[config.mk]
export PLATFORM = sky130hd
export DESIGN_NAME = tls_monitor
export DESIGN_NICKNAME = d
export VERILOG_FILES = /design/src/rtl/tls_monitor.sv
export SDC_FILE = /design/constraint.sdc
export NUM_CORES = 1
export LEC_CHECK = 0
export ABC_AREA = 1
export ABC_CLOCK_PERIOD_IN_PS = 2200
export CAP_MARGIN = 20
export CORE_UTILIZATION = 33
export CTS_CLUSTER_DIAMETER = 40
export CTS_CLUSTER_SIZE = 24
export DETAILED_ROUTE_END_ITERATION = 7
export PLACE_DENSITY = 0.55
export REMOVE_ABC_BUFFERS = 1
export SLEW_MARGIN = 20
export SYNTH_ARGS = -nofsm -noshare
export SYNTH_HDL_FRONTEND = slang
export SYNTH_SLANG_ARGS = --single-unit
[constraint.sdc]
create_clock -name clk -period 2.2 [get_ports clk]
set_input_delay 0.44 -clock clk [delete_from_list [all_inputs] [get_ports clk]]
set_output_delay 0.44 -clock clk [all_outputs]
set_load 0.05 [all_outputs]
[src/rtl/tls_monitor.sv]
// tls_monitor: passive observer of the traffic-light lamp lines.
// Decodes the lamp phase and measures the length of each colour.
// It also flags completed cycles, forced reds and protocol errors.
//
// Ports:
//   clk, reset     clock; asynchronous active-high reset
//   Gl, Yl, Rl     lamp lines, synchronous to clk
//   clr            synchronous clear of the lengths and sticky flags
//   Phase          registered phase: 00 dark, 01 G, 10 Y, 11 R
//   Glen/Ylen/Rlen length of the last completed phase of each colour
//   Done           one-cycle pulse when a full G->Y->R->G cycle ends
//   JumpDet        one-cycle pulse on G->R or dark->R
//   SeqErr         sticky flag: illegal transition seen
//   MultiErr       sticky flag: more than one lamp lit
//   Timeout        sticky watchdog flag (only with TLS_MON_WDOG_EN)
//
// Optional feature macro: TLS_MON_WDOG_EN adds the Timeout watchdog.
// MAXLEN (1..14) is the watchdog phase-length threshold.

module tls_monitor #(
    parameter int MAXLEN = 12
) (
    input  logic       clk,
    input  logic       reset,
    input  logic       Gl,
    input  logic       Yl,
    input  logic       Rl,
    input  logic       clr,
    output logic [1:0] Phase,
    output logic [3:0] Glen,
    output logic [3:0] Ylen,
    output logic [3:0] Rlen,
    output logic       Done,
    output logic       JumpDet,
    output logic       SeqErr,
    output logic       MultiErr
`ifdef TLS_MON_WDOG_EN
    ,
    output logic       Timeout
`endif
);

    if (MAXLEN < 1 || MAXLEN > 14) begin : g_bad_maxlen
        $error("tls_monitor: MAXLEN must be in 1..14");
    end

    typedef enum logic [1:0] {
        P_DARK = 2'b00,
        P_G    = 2'b01,
        P_Y    = 2'b10,
        P_R    = 2'b11
    } phase_t;

    typedef enum logic [1:0] {
        T_IDLE,
        T_SAWG,
        T_SAWGY,
        T_SAWGYR
    } trk_t;

    phase_t     ph;
    phase_t     dec;
    trk_t       trk;
    trk_t       trk_nxt;
    logic [3:0] cnt;
    logic       multi;
    logic       chg;
    logic       illegal;
    logic       jump;
    logic       done_nxt;

    assign Phase = ph;

    // Two or more lamps lit at once.
    assign multi = (Gl & Yl) | (Gl & Rl) | (Yl & Rl);

    // A multi-lamp cycle decodes as "no change", so the running
    // phase keeps counting through it.
    always_comb begin
        dec = ph;
        if (!multi) begin
            unique case (1'b1)
                Gl:      dec = P_G;
                Yl:      dec = P_Y;
                Rl:      dec = P_R;
                default: dec = P_DARK;
            endcase
        end
    end

    assign chg = (dec != ph);

    assign illegal = chg &&
        ((ph == P_Y    && dec == P_G) ||
         (ph == P_R    && dec == P_Y) ||
         (ph == P_DARK && dec == P_Y));

    assign jump = chg && (dec == P_R) &&
        (ph == P_G || ph == P_DARK);

    // Cycle tracking: only a clean G->Y->R->G sequence completes.
    // Every entry into G restarts tracking at SawG, including the
    // illegal Y->G.
    always_ff @(posedge clk or posedge reset) begin
        if (reset) begin
            trk <= T_IDLE;
        end else begin
            trk <= trk_nxt;
        end
    end

    always_comb begin
        trk_nxt  = trk;
        done_nxt = 1'b0;
        if (chg) begin
            unique case (dec)
                P_G: begin
                    trk_nxt  = T_SAWG;
                    done_nxt = (trk == T_SAWGYR) && (ph == P_R);
                end
                P_Y: begin
                    if (ph == P_G && trk == T_SAWG) begin
                        trk_nxt = T_SAWGY;
                    end else begin
                        trk_nxt = T_IDLE;
                    end
                end
                P_R: begin
                    if (ph == P_Y && trk == T_SAWGY) begin
                        trk_nxt = T_SAWGYR;
                    end else begin
                        trk_nxt = T_IDLE;
                    end
                end
                default: trk_nxt = T_IDLE;
            endcase
        end
    end

    // Phase register and saturating length counter.
    always_ff @(posedge clk or posedge reset) begin
        if (reset) begin
            ph  <= P_DARK;
            cnt <= 4'd0;
        end else begin
            ph <= dec;
            if (chg) begin
                cnt <= 4'd1;
            end else if (cnt != 4'd15) begin
                cnt <= cnt + 4'd1;
            end
        end
    end

    // Length registers: a phase completing in the same cycle as clr
    // still reports its length, so no measurement is lost.
    always_ff @(posedge clk or posedge reset) begin
        if (reset) begin
            Glen <= 4'd0;
            Ylen <= 4'd0;
            Rlen <= 4'd0;
        end else begin
            if (chg && ph == P_G) begin
                Glen <= cnt;
            end else if (clr) begin
                Glen <= 4'd0;
            end
            if (chg && ph == P_Y) begin
                Ylen <= cnt;
            end else if (clr) begin
                Ylen <= 4'd0;
            end
            if (chg && ph == P_R) begin
                Rlen <= cnt;
            end else if (clr) begin
                Rlen <= 4'd0;
            end
        end
    end

    // Event pulses and sticky flags; a flag being set beats clr.
    always_ff @(posedge clk or posedge reset) begin
        if (reset) begin
            Done     <= 1'b0;
            JumpDet  <= 1'b0;
            SeqErr   <= 1'b0;
            MultiErr <= 1'b0;
        end else begin
            Done     <= done_nxt;
            JumpDet  <= jump;
            SeqErr   <= illegal | (SeqErr & ~clr);
            MultiErr <= multi | (MultiErr & ~clr);
        end
    end

`ifdef TLS_MON_WDOG_EN
    localparam logic [3:0] MAX4 = 4'(MAXLEN);

    // Fires on the (MAXLEN+1)-th cycle of a continuing lit phase.
    logic to_hit;
    assign to_hit = !chg && (ph != P_DARK) && (cnt == MAX4);

    always_ff @(posedge clk or posedge reset) begin
        if (reset) begin
            Timeout <= 1'b0;
        end else begin
            Timeout <= to_hit | (Timeout & ~clr);
        end
    end
`endif

endmodule

==> results.md <==
Status:
- The run finished with clean final reports.

Logic synthesis:
- The post-synthesis compound-gate area fraction is 4.37%.
- The distinct cell type count after synthesis is 25.
- After synthesis, the mean cell area works out to 9.20 µm².
- The synthesized netlist devotes 1.02% of its cell area to adder and majority cells.
- After Yosys synthesis, and, or, nand and nor cells account for 37.8% of the synthesized area.
- Counting flops with an async set or reset pin after synthesis yields a share of 100%.
- The count of flip-flops with a built-in enable after synthesis is 0.
- Sequential cells were found to cover 48.7% of the synthesized design area.
- The number of synthesized register bits is 24.
- The main combinational cell family by area after synthesis is simple AND/OR/NAND/NOR gates.
- After Yosys synthesis, XOR and XNOR cells account for 2.13% of the synthesized area.
- In this run the cell area of the synthesized design comes to 0.00123 mm².
- The mux share of post-synthesis cell area is 0%.
- The count of yosys warnings during synthesis is 0.
- The number of instances in the synthesized netlist is 134.
- The most used flip-flop cell after synthesis is sky130_fd_sc_hd__dfrtp_1.

Setup path:
- For the worst setup path, the data arrival time is 1.61 ns.
- The critical path's slowest cell is sky130_fd_sc_hd__clkdlybuf4s50_1.
- STA classifies the critical path endpoint as a primary output.
- In this design, the largest share of critical-path delay is due to buffers and inverters.
- The largest single stage delay on the critical path is 0.85 ns.
- In this run the worst path has a maximum fanout of 6.
- The critical path class is reg -> out.
- Traced cell by cell, the critical path runs through clkdlybuf4s50_1.
- For the worst setup path, the data required time is 1.76 ns.
- The number of buffers and inverters on the critical path is 1.
- The startpoint type of the worst setup path is a flop.

Power and ir drop:
- The net switching power figure is 0.489 mW.
- The clock network fraction of total power is 23.0%.
- Summed over all cells, the static leakage comes to 0.783 nW.
- Of the total power, the share spent switching nets is 37.6%.
- The worst-case IR drop observed on VDD is 0.375 mV.
- The sequential power share is 45.0%.
- The sum of internal, switching and leakage power is 1.30 mW.
- The ratio of total power to cell area is 828 mW/mm².
- Combinational logic is responsible for 32.0% of the overall power.
- The internal power is 0.813 mW.

Finish:
- Summing all flip-flop and latch instances after layout gives 601 µm².
- In the final layout, the multi-input gates occupy 558 µm².
- The net count of the finished layout is 168.
- Of the cells placed in the final design, the portion with a size suffix greater than 1 is 17.5%.
- Compared with the post-synthesis result, the final layout area differs by 27.7%.
- The repair_antennas step left the layout with diodes totalling 0.
- The filler cells instantiated in the layout total 349.
- The count of placed standard cells in the final layout, fillers left out is 206.

STA:
- Based on the critical path, the design can be clocked at up to 488 MHz.
- The worst-margin pin slew is 0.499 ns.
- The max-slew violation total from the final report is 0.
- Of the available clock period, the critical path in the final layout requires 93.1%.
- Setup repair after global routing left no endpoint under its margin.
- After routing, the total negative slack on setup checks comes to 0 ns.
- The clock arrives with 0.00439 ns of skew.
- The post-layout worst setup margin is 0.152 ns.
- The post-route minimum period is 2.05 ns.
- The number of hold violations in the final report is 0.
- The max-slew headroom at the worst pin is 66.6%.
- Setup violations remaining at the end of the flow were counted as 0.
- Final hold analysis gives a worst-case slack of 0.499 ns.

Clock network:
- The number of gates resized after CTS is 0.
- The total of hold buffers inserted after clock tree synthesis is 0.
- The maximum clock path buffer count is 2.
- The number of clock buffers added by TritonCTS is 3.
- The clock drives 24 sinks.
- The clock-pin transition on the worst setup and hold timing paths is 0.08 ns.
- In this run the post-CTS setup repair buffer count came out at 0.
- The latest clock arrival within the worst-skew pair is 0.27 ns.
- In this run the clock root is driven by a sky130_fd_sc_hd__clkbuf_8.
- TritonCTS built the clock tree.
- In this run the number of H-tree levels came out at 1.

GRT:
- The global-route wire length before repair is 4430 µm.
- The pin count of the biggest net entering global routing is 25.
- The overall overflow remaining after global route is 0.
- The via count of the first global-routing pass is 922.
- The number of antenna violations at the first check in global routing came to 0.
- Across every metal layer, demand over resource in global routing totals 14.4%.

Floorplanning:
- The effective utilization at floorplan is 35.5%.
- The floorplan step defined a die boundary enclosing 0.00398 mm².
- The placeable core area is 0.00347 mm².
- In this run the horizontal extent of the chip is 63.1 µm.
- After floorplanning, the core was divided into 21 placement rows.
- 24 I/O pins were placed.
- The die boundary height is 63.1 µm.

Route:
- In this run the remaining antenna-violating nets after routing total 0.
- The detailed router finished its first iteration with 72 violations.
- The wire length after detailed routing is 2430 µm.
- In the routed design, unresolved DRC markers number 0.
- After detailed routing, the number of vias per cell comes to 4.54.
- The vias after detailed routing is 936.
- The final routed wire length divided by cell count is 11.8 µm.
- Before antenna repair, the detailed router went through 2 iterations.

Job:
- The number of maximum-capacitance constraint violations is 0.

Hold path:
- The min-delay analysis places its worst path in the category reg -> reg.

Placed design:
- The worst setup slack after placement is 0.395 ns.
- Once placement completed, the tool counted placed cells totaling 202.
- During placement, the flow inserted port buffers numbering 23.
- The congestion estimate from routability-driven global placement came to 0.772.
- The total half-perimeter wirelength after legalization and detailed placement is 1840 µm.
==> flip-flops by register name (all words and copies together) (netlist names) <==
register	flops
JumpDet	1
Glen	4
trk	2
Ylen	4
Phase	2
SeqErr	1
cnt	4
MultiErr	1
Done	1
Rlen	4
==> path summary, 6_finish.rpt <==
path,start,endpoint,slack [ns],cells past startpoint
setup / recovery,Phase[0],Phase[0],0.15,1
hold / removal,Rlen[1],Rlen[1],0.50,2
setup reg to reg,cnt[0],cnt[0],0.81,4
hold reg to reg,Rlen[1],Rlen[1],0.50,2
max in group asynchronous,reset,cnt[1],1.44,3
min in group asynchronous,reset,Phase[0],0.52,3
==> logic make-up after synthesis <==
family                   Yosys count
XOR/XNOR                           3
adder cells (fa/ha/maj)            1
flip-flops                        24
AO/OA/AOI/OAI                      8
buffers and inverters             18
AND/OR/NAND/NOR                   80
==> power by group through the flow <==
stage               combinational (mW)  clock, mW  sequential (mW)
finish                           0.417      0.299            0.587
floorplan                        0.185          0            0.695
global placement                 0.417          0            0.591
CTS                              0.422      0.308            0.588
detailed placement               0.421          0            0.596
global route                     0.459      0.329            0.600
==> area by class of cell <==
cell class	count	share of cell area [%]
Sequential cell	24	38.2
Multi-Input combinational cell	92	35.5
Timing Repair Buffer	24	15.1
Inverter	16	4.13
Tap cell	46	3.66
Clock buffer	4	3.50
==> routing by layer <==
layer  share of wire [%]  track usage (%)  up-vias  routed length (µm)
met4                 1.6             5.23        0                  40
met2                  44             21.5       17                1080
met5                   0                0        -                   0
met3                 3.1             3.44        4                  75
met1                  51             20.0      433                1240
li1                    -                -      482                   -
==> metrics by stage <==
| step | utilization (%) | instance area [µm²] |
|---|---|---|
| after detailed placement | 43.8 | 1520 |
| after CTS | 45.4 | 1570 |
| final | 45.4 | 1570 |
| after global placement | 43.8 | 1520 |
| after global routing | 45.4 | 1570 |
| after floorplan | - | 1220 |
==> cells in the final DEF (no fill, tap or decap), drive strengths merged <==
master | netlist | final
a21oi | 4 | 4
buf | 1 | 1
clkbuf | 1 | 4
clkdlybuf4s50 | 0 | 23
dfrtp | 24 | 24
ha | 1 | 1
inv | 16 | 16
nand2 | 47 | 47
nand3 | 22 | 22
nand4 | 3 | 3
nor2 | 6 | 6
nor3 | 1 | 1
o2111ai | 1 | 1
o21ai | 3 | 3
or2 | 1 | 1
xnor2 | 1 | 1
xor2 | 2 | 2
==> cell usage after synthesis, types with 2 or more instances <==
library cell,count,share of area [%]
sky130_fd_sc_hd__nand2_1,38,12
sky130_fd_sc_hd__dfrtp_1,24,49
sky130_fd_sc_hd__nand3_2,2,1.6
sky130_fd_sc_hd__a21oi_1,4,1.6
sky130_fd_sc_hd__xor2_1,2,1.4
sky130_fd_sc_hd__nor2_1,6,1.8
sky130_fd_sc_hd__inv_1,10,3.0
sky130_fd_sc_hd__nand2_2,3,1.5
sky130_fd_sc_hd__inv_2,4,1.2
sky130_fd_sc_hd__nand3_4,2,2.8
sky130_fd_sc_hd__nand2_4,5,4.6
sky130_fd_sc_hd__o21ai_1,2,0.81
sky130_fd_sc_hd__nand3_1,18,7.3
sky130_fd_sc_hd__nand4_4,2,3.5
sky130_fd_sc_hd__inv_4,2,1.0
Note: power is estimated with default switching activity, not from simulation.
